File: src/rtl/multicycle_control_if.sv
// Bundle of handshake and control signals for multicycle_control.
//   Opcode, Zero, stall : inputs to the controller (instruction register, ALU flag, freeze)
//   PC_w .. instr_done  : one-bit datapath controls and status
//   ALU_op              : 00 ADDU, 01 SUBU, 10 R-type funct, 11 SLTI
//   state               : current FSM state (FETCH=0, DECODE=1, EXEC=2, MEM=3, WB=4)
// slave  : controller side (drives the controls)
// master : datapath / bench side (drives Opcode, Zero, stall)
interface multicycle_control_if #(
    parameter int OP_W = 6
);
    logic [OP_W-1:0] Opcode;
    logic            Zero;
    logic            stall;
    logic            PC_w;
    logic            IR_w;
    logic            IorD;
    logic            Reg_dst;
    logic            Reg_w;
    logic            ALU_src;
    logic            Mem_w;
    logic            Mem_r;
    logic            Mem_to_reg;
    logic            Branch;
    logic            illegal;
    logic            instr_done;
    logic [1:0]      ALU_op;
    logic [2:0]      state;

    modport slave (
        input  Opcode, Zero, stall,
        output PC_w, IR_w, IorD, Reg_dst, Reg_w, ALU_src, Mem_w, Mem_r,
               Mem_to_reg, Branch, illegal, instr_done, ALU_op, state
    );

    modport master (
        output Opcode, Zero, stall,
        input  PC_w, IR_w, IorD, Reg_dst, Reg_w, ALU_src, Mem_w, Mem_r,
               Mem_to_reg, Branch, illegal, instr_done, ALU_op, state
    );
endinterface

File: src/rtl/multicycle_control.sv
// Multicycle CPU control FSM (FETCH -> DECODE -> EXEC -> [MEM] -> [WB]).
// Memory accesses in FETCH and MEM last MEM_LAT+1 cycles, timed by a 4-bit
// counter that clears on entry to each state.
// Ports:
//   clk  : rising-edge clock
//   rst  : synchronous active-high reset (wins over stall)
//   bus  : multicycle_control_if.slave (Opcode/Zero/stall in, controls out)
// Parameters: OP_W opcode width (>= 6), MEM_LAT extra memory wait cycles (0..15).
// Optional feature: define MULTICYCLE_BRANCH_EN to make BEQ (000100) legal.
module multicycle_control #(
    parameter int OP_W    = 6,
    parameter int MEM_LAT = 2
) (
    input logic                 clk,
    input logic                 rst,
    multicycle_control_if.slave bus
);
    localparam logic [2:0] S_FETCH  = 3'd0;
    localparam logic [2:0] S_DECODE = 3'd1;
    localparam logic [2:0] S_EXEC   = 3'd2;
    localparam logic [2:0] S_MEM    = 3'd3;
    localparam logic [2:0] S_WB     = 3'd4;

    localparam logic [3:0] LAT = 4'(MEM_LAT);

    localparam logic [OP_W-1:0] OP_R     = OP_W'(6'b000000);
    localparam logic [OP_W-1:0] OP_LW    = OP_W'(6'b010001);
    localparam logic [OP_W-1:0] OP_SW    = OP_W'(6'b010000);
    localparam logic [OP_W-1:0] OP_SUBIU = OP_W'(6'b001101);
    localparam logic [OP_W-1:0] OP_SLTI  = OP_W'(6'b101010);
`ifdef MULTICYCLE_BRANCH_EN
    localparam logic [OP_W-1:0] OP_BEQ   = OP_W'(6'b000100);
`endif

    function automatic logic is_legal(input logic [OP_W-1:0] op);
        logic ok;
        ok = (op == OP_R) || (op == OP_LW) || (op == OP_SW) ||
             (op == OP_SUBIU) || (op == OP_SLTI);
`ifdef MULTICYCLE_BRANCH_EN
        ok = ok || (op == OP_BEQ);
`endif
        return ok;
    endfunction

    logic [2:0]      state_q, state_d;
    logic [3:0]      cnt_q, cnt_d;
    logic [OP_W-1:0] op_q, op_d;
    logic            last;
    logic            wr_en;

    assign last  = (cnt_q == LAT);
    // Write pulses are suppressed while frozen; they replay on the first free cycle.
    assign wr_en = ~bus.stall;

`ifndef MULTICYCLE_BRANCH_EN
    logic unused_zero;
    assign unused_zero = bus.Zero;
`endif

    // Next-state, counter and opcode register
    always_comb begin
        state_d = state_q;
        cnt_d   = cnt_q;
        op_d    = op_q;
        if (!bus.stall) begin
            case (state_q)
                S_FETCH: begin
                    if (last) begin
                        state_d = S_DECODE;
                        cnt_d   = 4'd0;
                    end else begin
                        cnt_d = cnt_q + 4'd1;
                    end
                end
                S_DECODE: begin
                    op_d    = bus.Opcode;
                    state_d = is_legal(bus.Opcode) ? S_EXEC : S_FETCH;
                    cnt_d   = 4'd0;
                end
                S_EXEC: begin
                    cnt_d = 4'd0;
                    if (op_q == OP_LW || op_q == OP_SW)
                        state_d = S_MEM;
`ifdef MULTICYCLE_BRANCH_EN
                    else if (op_q == OP_BEQ)
                        state_d = S_FETCH;
`endif
                    else
                        state_d = S_WB;
                end
                S_MEM: begin
                    if (last) begin
                        state_d = (op_q == OP_LW) ? S_WB : S_FETCH;
                        cnt_d   = 4'd0;
                    end else begin
                        cnt_d = cnt_q + 4'd1;
                    end
                end
                default: begin
                    state_d = S_FETCH;
                    cnt_d   = 4'd0;
                end
            endcase
        end
    end

    always_ff @(posedge clk) begin
        if (rst) begin
            state_q <= S_FETCH;
            cnt_q   <= 4'd0;
            op_q    <= '0;
        end else begin
            state_q <= state_d;
            cnt_q   <= cnt_d;
            op_q    <= op_d;
        end
    end

    // Output decode
    always_comb begin
        bus.PC_w       = 1'b0;
        bus.IR_w       = 1'b0;
        bus.IorD       = 1'b0;
        bus.Reg_dst    = 1'b0;
        bus.Reg_w      = 1'b0;
        bus.ALU_src    = 1'b0;
        bus.Mem_w      = 1'b0;
        bus.Mem_r      = 1'b0;
        bus.Mem_to_reg = 1'b0;
        bus.Branch     = 1'b0;
        bus.illegal    = 1'b0;
        bus.instr_done = 1'b0;
        bus.ALU_op     = 2'b00;
        bus.state      = state_q;
        case (state_q)
            S_FETCH: begin
                bus.Mem_r = 1'b1;
                if (last) begin
                    bus.IR_w = wr_en;
                    bus.PC_w = wr_en;
                end
            end
            S_DECODE: begin
                // op_q is only loaded at the end of DECODE, so legality
                // is judged on the instruction register output directly.
                bus.illegal = ~is_legal(bus.Opcode);
            end
            S_EXEC: begin
                if (op_q == OP_R) begin
                    bus.ALU_op = 2'b10;
                end else if (op_q == OP_LW || op_q == OP_SW) begin
                    bus.ALU_src = 1'b1;
                end else if (op_q == OP_SUBIU) begin
                    bus.ALU_op  = 2'b01;
                    bus.ALU_src = 1'b1;
                end else if (op_q == OP_SLTI) begin
                    bus.ALU_op  = 2'b11;
                    bus.ALU_src = 1'b1;
                end
`ifdef MULTICYCLE_BRANCH_EN
                else if (op_q == OP_BEQ) begin
                    bus.ALU_op     = 2'b01;
                    bus.Branch     = 1'b1;
                    bus.PC_w       = bus.Zero & wr_en;
                    bus.instr_done = wr_en;
                end
`endif
            end
            S_MEM: begin
                bus.IorD  = 1'b1;
                bus.Mem_r = (op_q == OP_LW);
                if (op_q == OP_SW && last) begin
                    bus.Mem_w      = wr_en;
                    bus.instr_done = wr_en;
                end
            end
            S_WB: begin
                bus.Reg_w      = wr_en;
                bus.Reg_dst    = (op_q == OP_R);
                bus.Mem_to_reg = (op_q == OP_LW);
                bus.instr_done = wr_en;
            end
            default: ;
        endcase
    end
endmodule

File: src/flat_wrapper.sv
// flat-port wrapper written by rule: the top's interface ports become plain ports
module multicycle_control_flat 
#(
    parameter int OP_W    = 6,
    parameter int MEM_LAT = 2
)
  (clk, rst, bus_Opcode, bus_Zero, bus_stall, bus_PC_w, bus_IR_w, bus_IorD, bus_Reg_dst, bus_Reg_w, bus_ALU_src, bus_Mem_w, bus_Mem_r, bus_Mem_to_reg, bus_Branch, bus_illegal, bus_instr_done, bus_ALU_op, bus_state);
  multicycle_control_if #(.OP_W(OP_W)) bus_i ();
  input logic clk;
  input logic rst;
  input wire logic [$bits(bus_i.Opcode)-1:0] bus_Opcode;
  input wire logic [$bits(bus_i.Zero)-1:0] bus_Zero;
  input wire logic [$bits(bus_i.stall)-1:0] bus_stall;
  output wire logic [$bits(bus_i.PC_w)-1:0] bus_PC_w;
  output wire logic [$bits(bus_i.IR_w)-1:0] bus_IR_w;
  output wire logic [$bits(bus_i.IorD)-1:0] bus_IorD;
  output wire logic [$bits(bus_i.Reg_dst)-1:0] bus_Reg_dst;
  output wire logic [$bits(bus_i.Reg_w)-1:0] bus_Reg_w;
  output wire logic [$bits(bus_i.ALU_src)-1:0] bus_ALU_src;
  output wire logic [$bits(bus_i.Mem_w)-1:0] bus_Mem_w;
  output wire logic [$bits(bus_i.Mem_r)-1:0] bus_Mem_r;
  output wire logic [$bits(bus_i.Mem_to_reg)-1:0] bus_Mem_to_reg;
  output wire logic [$bits(bus_i.Branch)-1:0] bus_Branch;
  output wire logic [$bits(bus_i.illegal)-1:0] bus_illegal;
  output wire logic [$bits(bus_i.instr_done)-1:0] bus_instr_done;
  output wire logic [$bits(bus_i.ALU_op)-1:0] bus_ALU_op;
  output wire logic [$bits(bus_i.state)-1:0] bus_state;
  assign bus_i.Opcode = bus_Opcode;
  assign bus_i.Zero = bus_Zero;
  assign bus_i.stall = bus_stall;
  assign bus_PC_w = bus_i.PC_w;
  assign bus_IR_w = bus_i.IR_w;
  assign bus_IorD = bus_i.IorD;
  assign bus_Reg_dst = bus_i.Reg_dst;
  assign bus_Reg_w = bus_i.Reg_w;
  assign bus_ALU_src = bus_i.ALU_src;
  assign bus_Mem_w = bus_i.Mem_w;
  assign bus_Mem_r = bus_i.Mem_r;
  assign bus_Mem_to_reg = bus_i.Mem_to_reg;
  assign bus_Branch = bus_i.Branch;
  assign bus_illegal = bus_i.illegal;
  assign bus_instr_done = bus_i.instr_done;
  assign bus_ALU_op = bus_i.ALU_op;
  assign bus_state = bus_i.state;
  multicycle_control #(.OP_W(OP_W), .MEM_LAT(MEM_LAT)) u_core (.clk(clk), .rst(rst), .bus(bus_i));
endmodule
File: config.mk
export PLATFORM = sky130hd
export DESIGN_NAME = multicycle_control_flat
export DESIGN_NICKNAME = d
export VERILOG_FILES = /design/src/rtl/multicycle_control_if.sv /design/src/rtl/multicycle_control.sv /design/src/flat_wrapper.sv
export SDC_FILE = /design/constraint.sdc
export NUM_CORES = 1
export LEC_CHECK = 0
export CORE_ASPECT_RATIO = 0.75
export CORE_MARGIN = 4
export CORE_UTILIZATION = 40
export DETAILED_ROUTE_END_ITERATION = 7
export HOLD_SLACK_MARGIN = 0.06
export PLACE_DENSITY_LB_ADDON = 0.2
export SLEW_MARGIN = 20
export SYNTH_ARGS = -nofsm -noshare
export SYNTH_HDL_FRONTEND = slang
export SYNTH_SLANG_ARGS = --single-unit
export TNS_END_PERCENT = 50
File: constraint.sdc
create_clock -name clk -period 1.52 [get_ports clk]
set_input_delay 0.228 -clock clk [delete_from_list [all_inputs] [get_ports clk]]
set_output_delay 0.228 -clock clk [all_outputs]
set_load 0.02 [all_outputs]
Word-level counts from Yosys, hierarchy flattened
Cells that the tools add are included.
W data, S select, Z words.
{"block": "word_totals", "reg_bits": 13, "word_cells": 62, "output_inout_bits": 17}
{"block": "op_classes", "bitwise_logic": 2, "muxes": 29, "eq_ne": 15, "reduce_logical": 12, "n_addsub": 1}
{"cell": "$eq A6 B5 Y1 const B", "n": 4}
{"cell": "$mux W1", "n": 14}
{"cell": "$eq A6 B4 Y1 const B", "n": 2}
{"cell": "$eq A6 B6 Y1 const B", "n": 2}
{"cell": "$logic_not A6 Y1", "n": 2}
{"cell": "$mux W2", "n": 6}
{"cell": "$mux W3", "n": 4}
{"cell": "$pmux W3 S4", "n": 1}
{"cell": "$mux W4", "n": 2}
{"cell": "$eq A3 B2 Y1 const B", "n": 2}
{"cell": "$logic_or A1 B1 Y1", "n": 5}
{"cell": "$add A4 B1 Y4 const B", "n": 1}
{"cell": "$eq A4 B2 Y1 const B", "n": 1}
{"cell": "$ne A2 B1 Y1 const B", "n": 2}
{"cell": "$pmux W1 S2", "n": 2}
{"cell": "$eq A3 B1 Y1 const B", "n": 1}
{"cell": "$eq A3 B3 Y1 const B", "n": 1}
{"cell": "$logic_not A3 Y1", "n": 1}
{"cell": "$reduce_and A3 Y1", "n": 1}
{"cell": "$not A1 Y1", "n": 2}
{"cell": "$reduce_and A2 Y1", "n": 1}
{"cell": "$reduce_or A2 Y1", "n": 1}
{"cell": "$logic_and A1 B1 Y1", "n": 1}

Longest topological paths before layout
{"block": "depth", "word_depth": 7, "mapped_depth": 5, "ltp_nobuf": 4}

Worst setup path before layout
OpenSTA, ideal clock, no wires.
{"block": "synth_path", "path_kind": "reg2out", "start": "register u_core.state_q[1], in the netlist u_core.bus.state[1]", "end": "output bus_ALU_src", "stages_incl_launch_ff": 6, "arrival_time_ps": 1717, "slack_ps": -425, "path_buffers": 1, "path_cell_list": "dfxtp_1 > clkbuf_1 > or3b_1 > nor2_1 > and3_1 > or2_1"}
{"block": "synth_via", "elab_chain_len": 2}
{"item": "start, declared", "line_no": "multicycle_control.sv:45", "source": "logic [2:0] state_q, state_d;"}
{"item": "start signal, assigned", "line_no": "multicycle_control.sv:113", "source": "state_q <= state_d;"}
{"item": "$eq A3 B2 Y1", "line_no": "multicycle_control.sv:135", "source": "case (state_q)"}
{"item": "$mux W1", "line_no": "multicycle_control.sv:135"}
{"item": "end, declared", "line_no": "flat_wrapper.sv:19", "source": "output wire logic [$bits(bus_i.ALU_src)-1:0] bus_ALU_src;"}
Every way passes these cells.

Final worst setup path
{"block": "layout_path", "start": "register u_core.op_q[5]", "end": "output bus_Reg_dst"}
{"block": "layout_via", "elab_chain_len": 2}
{"item": "start, declared", "line_no": "multicycle_control.sv:47", "source": "logic [OP_W-1:0] op_q, op_d;"}
{"item": "start signal, assigned", "line_no": "multicycle_control.sv:115", "source": "op_q <= op_d;"}
{"item": "$logic_not A6 Y1", "line_no": "multicycle_control.sv:179", "source": "bus.Reg_dst = (op_q == OP_R);"}
{"item": "$mux W1", "line_no": "multicycle_control.sv:135"}
{"item": "end, declared", "line_no": "flat_wrapper.sv:17", "source": "output wire logic [$bits(bus_i.Reg_dst)-1:0] bus_Reg_dst;"}
Every way passes these cells.

==> metrics.md <==
| Metric | Value |
|---|---|
| Antenna viol nets, final | `0` |
| Max Slew Vio Count | `0` |
| Synth Warn # | `0` |
| Reg power frac | `32.7%` |
| WP data required | `1.29 ns` |
| #FFs+latches synth | `13` |
| Tmin final | `1.93 ns` |
| Net Switching | `around 0.46 mW` |
| Crit path buf inv count | `1` |
| Syn Inst Count | `105` |
| # diodes | `0` |
| P_int | `0.840 mW` |
| Dpl hpwl | `2.09 mm` |
| Share of async-settable or async-resettable flops after synthesis | `0%` |
| Pwr per Cell Area | `823 mW/mm^2` |
| Final WS setup | `-0.406 ns` |
| Clock transition at path regs | `0.08 ns` |
| Fillers | `128` |
| Clock buffer depth | `2` |
| Clock root cell | `clkbuf_4` |
| Die area | `approximately 0.0029 sq mm` |
| Initial Util | `about 42%` |
| WP data arrival | `1.70 ns` |
| Pin count of the biggest net entering global routing | `8` |
| Number of flops mapped to enable cells by yosys | `0` |
| Footprint of the multi-input gates | `673 sq um` |
| CTS tree | `built` |
| Crit Path Class | `flop to output pin` |
| Status | `complete, but fails checks` |
| Critical-path cell list | `or3_4 > or4_4 > nor2_4 > buf_6` |
| Die Width | `61.3 microns` |
| Most used DFF post-synth | `dfxtp_1` |
| Die height | `about 48 microns` |
| GP Congestion | `0.768` |
| Detailed-route via count | `1031` |
| Mapped cell area | `851 sq um` |
| Period utilization | `127%` |
| CORE AREA | `about 0.0020 sq mm` |
| Hold depth | `3` |
| Peak supply drop | `0.643 mV` |
| Via-to-Cell Ratio | `5.37` |
| Sw Ratio | `35.4%` |
| Crit-path max FO | `5` |
| Share of cells above drive strength 1 | `a little over half` |
| Syn nets | `115` |
| Top delay family on crit path | `simple AND/OR/NAND/NOR gates` |
| Final Core Density | `78.4%` |
| Worst Skew | `between 0.0006 and 0.0007 ns` |
| CTS sink count | `13` |
| Hold Path Class | `primary input to flop` |
| Area Growth Syn to Fin | `85.7%` |
| RSZ-0062 raised after global routing | `true` |
| Max Cap Violations | `0` |
| Leakage power | `0.701 nW` |
| Clock buffer count from CTS | `3` |
| Post-synth cell types | `44` |
| DR DRC count | `0` |
| Final nets | `179` |
| I/O Buffers | `24` |
| Avg Synthesized Cell Area | `8.10 sq um` |
| Gr ovfl total | `0` |
| Final Hold Fails | `0` |
| Hold_buf cts | `0` |
| Violated checks | `setup timing` |
| Part of the power in combinational logic | `50.3%` |
| Max Fclk | `519 MHz` |
| Register area | `272 sq um` |
| First-pass GRT wire length | `4.24 mm` |
| Clock network power share | `17.0%` |
| Iter 0 DRT Violations | `58` |
| Slowest-stage cell, CP | `or4_4` |
| Critical Path End Type | `output pin` |
| Drt first pass iters | `4` |
| Initial antenna violation count | `0` |
| Worst path depth | `4` |
| Worst skew pair latency | `0.28 ns` |
| Cell row count | `14` |
| Final setup vio count | `15` |
| I/O Pins | `27` |
| Number of H-tree levels | `1` |
| Seq/Total Area, Yosys | `30.6%` |
| Total Power | `1.30 mW` |
| Total GRT Usage | `20.2%` |
| Worst Reg2Reg Path Length in Cells | `5` |
| CP Launch Type | `flop` |
| Max stage delay on crit path | `0.44 ns` |
| Vias in the first global route | `roughly 920` |
| Drt total wl | `between 2 and 3 mm` |
| Routed length per instance | `~15 microns` |
==> final cells by class <==
| cell class | instances | area share [%] |
|---|---|---|
| multi-input combinational | 82 | 42.6 |
| timing repair buffer | 65 | 35.7 |
| sequential | 13 | 17.2 |
| tap | 24 | 1.90 |
| clock buffer | 4 | 1.66 |
| inverter | 4 | 0.950 |
==> routing by layer <==
| layer | wire (microns) | global-route usage (%) | up-vias |
|---|---|---|---|
| li1 | - | - | 496 |
| met2 | 1480 | 37.1 | 35 |
| met3 | 187 | 3.23 | 6 |
| met5 | 0 | 0 | - |
| met4 | 44 | 3.90 | 0 |
| met1 | 1210 | 25.3 | 494 |
==> cell usage after synthesis (2+ instances only) <==
master	number	area share (%)
buf_4	2	1.8
and3_1	2	1.5
clkbuf_1	2	0.88
nand2b_1	3	2.2
nor3_1	3	1.8
nor4bb_1	2	2.4
inv_1	3	1.3
or3b_1	2	2.1
o21ai_1	2	1.2
or2_1	4	2.9
nand2_1	7	3.1
nor2_1	20	8.8
xor2_1	2	2.1
mux2i_1	7	8.2
nand3_1	2	1.2
nor4_1	2	1.5
dfxtp_1	13	31
==> registers in the layout (all words and copies together), names as in the netlist <==
signal / cells
u_core.bus.state: 3
u_core.cnt_q: 4
u_core.op_q: 6
==> layout by cell type (no fill, tap or decap), types with 3 or more instances in the layout <==
cell type        instances
nor2_1                  15
dfxtp_1                  6
nand2b_1                 3
nor2_4                   6
dlygate4sd2_1            7
or2_4                    4
dfxtp_2                  6
mux2i_1                  7
buf_6                   16
clkbuf_4                 3
clkdlybuf4s50_1          4
inv_1                    3
nand2_1                  6
buf_4                   37
==> worst paths after layout <==
| kind | startpoint | to | slack [ns] |
|---|---|---|---|
| max | u_core.op_q[5] | bus_Reg_dst | -0.41 |
| min | bus_Opcode[0] | u_core.op_q[0] | 0.45 |
| max reg2reg | u_core.cnt_q[3] | u_core.bus.state[1] | -0.27 |
| min reg2reg | u_core.op_q[2] | u_core.op_q[2] | 0.58 |
==> worst reg2reg max path, delay by kind of cell (launching register included) <==
| kind | cells | cell delay, ns |
|---|---|---|
| buffers and inverters | 1 | 0.12 |
| flip-flops | 1 | 0.35 |
| AO/OA/AOI/OAI | 3 | 0.72 |
| AND/OR/NAND/NOR | 1 | 0.55 |
==> timing repair <==
| action | CTS | global route |
|---|---|---|
| cloned | 0 | 0 |
| pin swaps | 11 | 5 |
| setup endpoints to repair | 25 | 21 |
| buffers inserted | 6 | 2 |
| resized for setup | 100 | 7 |
==> power groups by stage <==
| stage | logic, mW | clock network, mW | registers [mW] |
|---|---|---|---|
| after CTS | 0.617 | 0.216 | 0.416 |
| after global placement | 0.544 | 0 | 0.417 |
| after floorplan | 0.311 | 0 | 0.431 |
| final | 0.654 | 0.222 | 0.425 |
| after detailed placement | 0.557 | 0 | 0.418 |
| after global routing | 0.697 | 0.249 | 0.429 |
==> cells by family (layout without fill, tap and decap cells) <==
| group | after synthesis | after routing | synth area share [%] |
|---|---|---|---|
| XOR/XNOR | 3 | 3 | 3.97 |
| multiplexers | 8 | 8 | 9.56 |
| buffers and inverters | 10 | 73 | 5.44 |
| flip-flops | 13 | 13 | 30.6 |
| AND/OR/NAND/NOR | 56 | 56 | 36.2 |
| other | 1 | 1 | 0.441 |
| AO/OA/AOI/OAI | 14 | 14 | 13.8 |
==> through the flow <==
| step | TNS, ns | cell area (sq um) | worst slack, ns | hold slack [ns] | instances |
|---|---|---|---|---|---|
| 2_1_floorplan | -0.230 | 936 | -0.0727 | 0.375 | 105 |
| 3_3_place_gp | -6.31 | 1400 | -0.636 | 0.571 | 181 |
| 3_5_place_dp | -7.31 | 1400 | -0.711 | 0.577 | 181 |
| 4_1_cts | -3.08 | 1540 | -0.404 | 0.435 | 190 |
| 5_1_grt | -4.53 | 1580 | -0.468 | 0.476 | 192 |
| 6_report | -3.44 | 1580 | -0.406 | 0.447 | 192 |
Note: power is estimated with default switching activity, not from simulation.
